==> src/rtl/spi_display_pkg.sv <==
// Shared constants for the SPI display sequencer: opcodes, FSM encoding
// and default widths.
package spi_display_pkg;

    localparam int DATA_W_DEFAULT = 8;
    localparam int ARG_W_DEFAULT  = 16;

    typedef enum logic [1:0] {
        OP_WRITE_DATA  = 2'b00,
        OP_WRITE_CMD   = 2'b01,
        OP_DELAY       = 2'b10,
        OP_RESET_PULSE = 2'b11
    } op_e;

    typedef enum logic [2:0] {
        ST_IDLE     = 3'd0,
        ST_LOAD     = 3'd1,
        ST_SHIFT    = 3'd2,
        ST_DELAY    = 3'd3,
        ST_RSTPULSE = 3'd4
    } state_e;

endpackage

==> src/rtl/spi_display_sequencer_tick_down_counter.sv <==
// Loadable down-counter stepped by the serial-clock strobe; parks at zero
// instead of wrapping.
module tick_down_counter #(
    parameter int W = 16
) (
    input  logic         clk,
    input  logic         rst_n,
    input  logic         load,
    input  logic [W-1:0] load_val,
    input  logic         dec,
    output logic [W-1:0] count,
    output logic         zero
);

    logic [W-1:0] cnt_q;

    always_ff @(posedge clk or negedge rst_n) begin
        if (!rst_n) begin
            cnt_q <= '0;
        end else if (load) begin
            cnt_q <= load_val;
        end else if (dec && !zero) begin
            cnt_q <= cnt_q - 1'b1;
        end
    end

    assign count = cnt_q;
    assign zero  = (cnt_q == '0);

endmodule

==> src/rtl/spi_display_sequencer.sv <==
// Instruction sequencer for an SPI display: byte writes (data/command),
// strobe-counted delays and hardware reset pulses.
//
//   state       | meaning
//   ------------+--------------------------------------------------
//   ST_IDLE     | ready for an instruction, cs high
//   ST_LOAD     | cs low, waiting for the strobe that loads the shifter
//   ST_SHIFT    | cs low, counting DATA_W shift strobes
//   ST_DELAY    | counting down arg strobes, cs high
//   ST_RSTPULSE | as ST_DELAY with resN held low
module spi_display_sequencer
    import spi_display_pkg::*;
#(
    parameter int DATA_W = DATA_W_DEFAULT,
    parameter int ARG_W  = ARG_W_DEFAULT,
    parameter int CNT_W  = ARG_W
) (
    input  logic              clk,
    input  logic              rst_n,
    input  logic              sclkPosEdge,
    input  logic              instrValid,
    input  logic [ARG_W+1:0]  instr,
    output logic              instrReady,
    output logic              cs,
    output logic              dc,
    output logic              pcEn,
    output logic [DATA_W-1:0] parallelData,
    output logic              resN,
    output logic              busy
);

    state_e             state_q, state_d;
    op_e                op;
    logic [DATA_W-1:0]  data_q;
    logic               dc_q;
    logic               rdy_q;
    logic               accept;
    logic               cnt_load, cnt_dec, cnt_zero, cnt_last;
    logic [CNT_W-1:0]   cnt_load_val, cnt_val;

    assign op         = op_e'(instr[ARG_W+1:ARG_W]);
    assign instrReady = rdy_q && (state_q == ST_IDLE);
    assign accept     = instrValid && instrReady;
    assign cnt_last   = (cnt_val == CNT_W'(1));

    tick_down_counter #(.W(CNT_W)) u_tick_cnt (
        .clk      (clk),
        .rst_n    (rst_n),
        .load     (cnt_load),
        .load_val (cnt_load_val),
        .dec      (cnt_dec),
        .count    (cnt_val),
        .zero     (cnt_zero)
    );

    always_comb begin
        state_d      = state_q;
        cnt_load     = 1'b0;
        cnt_load_val = CNT_W'(instr[ARG_W-1:0]);
        cnt_dec      = 1'b0;
        case (state_q)
            ST_IDLE: begin
                if (accept) begin
                    case (op)
                        OP_WRITE_DATA, OP_WRITE_CMD: state_d = ST_LOAD;
                        OP_DELAY: begin
                            state_d  = ST_DELAY;
                            cnt_load = 1'b1;
                        end
                        default: begin
                            state_d  = ST_RSTPULSE;
                            cnt_load = 1'b1;
                        end
                    endcase
                end
            end
            ST_LOAD: begin
                if (sclkPosEdge) begin
                    cnt_load     = 1'b1;
                    cnt_load_val = CNT_W'(DATA_W);
                    state_d      = ST_SHIFT;
                end
            end
            ST_SHIFT, ST_DELAY, ST_RSTPULSE: begin
                cnt_dec = sclkPosEdge;
                // a zero count only occurs for arg = 0: leave without a strobe
                if (cnt_zero || (sclkPosEdge && cnt_last)) begin
                    state_d = ST_IDLE;
                end
            end
            default: state_d = ST_IDLE;
        endcase
    end

    always_ff @(posedge clk or negedge rst_n) begin
        if (!rst_n) begin
            state_q <= ST_IDLE;
            data_q  <= '0;
            dc_q    <= 1'b0;
            rdy_q   <= 1'b0;
        end else begin
            state_q <= state_d;
            rdy_q   <= 1'b1;
            if (accept && (op == OP_WRITE_DATA || op == OP_WRITE_CMD)) begin
                data_q <= instr[DATA_W-1:0];
                dc_q   <= (op == OP_WRITE_DATA);
            end
        end
    end

    assign cs           = !(state_q == ST_LOAD || state_q == ST_SHIFT);
    assign pcEn         = (state_q == ST_LOAD) && sclkPosEdge;
    assign resN         = (state_q != ST_RSTPULSE);
    assign busy         = (state_q != ST_IDLE);
    assign dc           = dc_q;
    assign parallelData = data_q;

endmodule

==> config.mk <==
export PLATFORM = sky130hd
export DESIGN_NAME = spi_display_sequencer
export DESIGN_NICKNAME = d
export VERILOG_FILES = /design/src/rtl/spi_display_pkg.sv /design/src/rtl/spi_display_sequencer_tick_down_counter.sv /design/src/rtl/spi_display_sequencer.sv
export SDC_FILE = /design/constraint.sdc
export NUM_CORES = 1
export LEC_CHECK = 0
export ABC_CLOCK_PERIOD_IN_PS = 3300
export CAP_MARGIN = 15
export CORE_ASPECT_RATIO = 0.7
export CORE_UTILIZATION = 25
export DETAILED_ROUTE_END_ITERATION = 8
export PLACE_DENSITY_LB_ADDON = 0.1
export SYNTH_ARGS = -nofsm -noshare
export SYNTH_HDL_FRONTEND = slang
export SYNTH_HIERARCHICAL = 1
export SYNTH_SLANG_ARGS = --single-unit
==> constraint.sdc <==
create_clock -name clk -period 3.3 [get_ports clk]
set_input_delay 0.99 -clock clk [delete_from_list [all_inputs] [get_ports clk]]
set_output_delay 0.99 -clock clk [all_outputs]
set_load 0.01 [all_outputs]
==> results of run 1 <==
==> registers in the layout (all words and copies together), names as in the netlist <==
name and flops:
u_tick_cnt/count 16, parallelData 8, state_q 3, dc 1, rdy_q 1
==> routing by layer <==
layer | share of wire | up-vias | track usage | wire (µm)
met5 | 0 | - | 0 | 0
met4 | 0.0067 | 0 | 0.03810 | 32
met1 | 0.56 | 737 | 0.2164 | 2692
met2 | 0.39 | 37 | 0.1840 | 1850
li1 | - | 819 | - | -
met3 | 0.044 | 4 | 0.03372 | 213
==> cell usage after synthesis, types with 4 or more instances <==
cell type  count
a31oi_1        9
nor2_1        17
nor4_1         5
a21oi_1        5
nor3_1         6
mux2_2         9
nand2_1       19
o21ai_0       10
inv_1          8
or4_1          4
nor2b_1       19
dfrtp_1       29
==> power by group <==
| part | switching (µW) | total [µW] | internal (µW) |
|---|---|---|---|
| Combinational | 354 | 783 | 429 |
| Clock | 147 | 392 | 245 |
| Sequential | 241 | 763 | 522 |
==> logic make-up (layout without fill, tap and decap cells) <==
kind of cell	after synthesis	after routing
DFF	29	29
other	1	1
buffers and inverters	17	59
adders and majority gates	1	1
xor gates and xnor gates	2	2
AOI/OAI and AO/OA	39	39
muxes	12	12
and+or+nand+nor	101	101
==> layout make-up <==
type                            instances  area (µm²)
Inverter                                9       33.78
Timing Repair Buffer                   42       401.6
Fill cell                             739        4516
Clock buffer                            6       82.58
Sequential cell                        29       725.7
Clock inverter                          2       37.54
Tap cell                               94       117.6
Multi-Input combinational cell        156        1030
==> stage by stage <==
| stage | power [µW] | util | setup slack (ns) | hold slack [ns] |
|---|---|---|---|---|
| after CTS | 1955 | 0.3497 | 0.2077 | 0.5194 |
| after global placement | 1552 | 0.3317 | -0.1019 | 0.4942 |
| final | 1939 | 0.3497 | 0.2496 | 0.5133 |
| after detailed placement | 1546 | 0.3317 | -0.08992 | 0.4947 |
| after floorplan | 1228 | - | 0.7069 | 0.5467 |
| after global routing | 2116 | 0.3497 | 0.1009 | 0.5343 |
==> path summary, 6_finish.rpt <==
| check | startpoint | to | slack (ns) |
|---|---|---|---|
| setup / recovery | sclkPosEdge | pcEn | 0.25 |
| hold / removal | parallelData[4] | parallelData[4] | 0.51 |
| setup reg to reg | state_q[1] | u_tick_cnt/count[9] | 0.83 |
| hold reg to reg | parallelData[4] | parallelData[4] | 0.51 |
| max in group asynchronous | rst_n | u_tick_cnt/count[13] | 1.92 |
| min in group asynchronous | rst_n | u_tick_cnt/count[7] | 1.10 |
==> repair_timing <==
item,in CTS,in global routing
setup buffers,0,0
setup endpoints to repair,1,0
gates resized for setup,2,0
==> results_dict.tcl, run 1 <==
set metrics [dict create \
    drt_first_pass_iters 4 \
    period_share 0.9244 \
    yosysSeqAreaShare 0.3943 \
    numPortBuffers 35 \
    cap_violations 0 \
    clock_sinks 29 \
    insertion_delay_ns 0.29 \
    ys_top_cells_by_area "dfrtp_1 39%, nor2b_1 6.5%, mux2_2 5.5%" \
    diodes 0 \
    path_cells "clkdlybuf4s50_1 > nand2_1 > nor3_4 > dlygate4sd2_1" \
    io_pins 36 \
    dpl-instance-area_mm2 0.002303 \
    cpMaxStageDelayCell "clkdlybuf4s50_1" \
    synth_compound_area_frac 0.1346 \
    layout_common_cells "34 x clkdlybuf4s50_1, 29 x dfrtp_1, 19 x nand2_1, 19 x nor2b_1, 17 x nor2_1" \
    dp_cells 330 \
    leakage_uw 0.0009293 \
    synth_top_family_by_area "simple AND/OR/NAND/NOR gates" \
    crit_fanout 2 \
    gr-usage-all-layers 0.1390 \
    wl_per_cell_um 14.17 \
    synthAdderAreaFrac 0.006798 \
    drive_above_1_share 0.1434 \
    maxSlewHeadroom 0.5248 \
    ant_nets 0 \
    clock_skew_ns 0.008995 \
    setup_tns_ns 0 \
    synth_cell_types 49 \
    end_kind "output port" \
    nets 266 \
    via_per_inst 4.725 \
    async_flop_share 1.000 \
    grt_pass1_wl_um 8231 \
    synth_mux_area_frac 0.07138 \
    fmaxAchievable_mhz 327.8 \
    layout_commonest_cell "clkdlybuf4s50_1" \
    yosys_warnings 6 \
    slowest_delay_ns 0.49 \
    crit_family "buffers and inverters" \
    hold_buffers 0 \
    hold_path_depth 1 \
    fin_area_mm2 0.002429 \
    crit_buf_inv 2 \
    cts_htree_levels 2 \
    worstSetupPathDepth 4 \
    start_util 0.2650 \
    gr-total-overflow 0 \
    maxSlewViolCount 0 \
    reg2reg_depth 8 \
    drc 0 \
    core_mm2 0.006944 \
    cts_buffers 5 \
    die_y_um 73.79 \
    dp_hpwl_um 3504 \
    rows 25 \
    area.growth.synth_to_final_pct 31.95 \
    num_vias 1597 \
    syn_area_mm2 0.001841 \
    max-vdd-ir-drop_mv 0.2553 \
    min_path_type "reg2reg" \
    hold_viol_final 0 \
    cts-root-buf "clkbuf_8" \
    cts_tree "built" \
    arrival_ns 2.06 \
    clk_pin_slew_ns 0.07 \
    grt_max_degree 30 \
    antenna_found_initial 0 \
    place.gp.congestion 0.7486 \
    rsz0062_at_grt "no" \
    crit_type "in2out" \
    die_width_um 104.6 \
    yosys_register_bits 29 \
    period_needed_ns 3.050 \
    setup_violations 0 \
    synth-edff-count 0 \
    syn_nets 225 \
    required_ns 2.31 \
    synth_cells 202 \
    outcome "finished, final reports clean" \
    synthSimpleGateAreaFrac 0.3317 \
    synth_top_area_frac 0.3943 \
    grt_pass1_vias 1580 \
    synth.avg_cell_area_um2 9.111 \
    dieArea_mm2 0.007715 \
    synth.largest_area_cell "dfrtp_1" \
    synth-xor-area-share 0.009517 \
    critPathLaunchType "primary input" \
    cts_buffer_depth 2 \
    first_iter_violations 53 \
    ys.flop_type "dfrtp_1" \
    stdcell_count 338 \
    drt_wl_total_um 4789 \
    p_per_area_mw_per_mm2 798.2 \
    max_slew.worst_pin.slew_ns 0.7029 \
]
Power figures use the tool's default switching activity.
==> run 2, diff against run 1 <==
- HOLD_SLACK_MARGIN: default -> 0.15
==> results of run 2 <==
Final layout, timing and power as in run 1 (identical DEF).
==> run 3, diff against run 2 <==
- HOLD_SLACK_MARGIN: 0.15 -> default
==> results of run 3 <==
Final layout, timing and power as in run 1 (identical DEF).
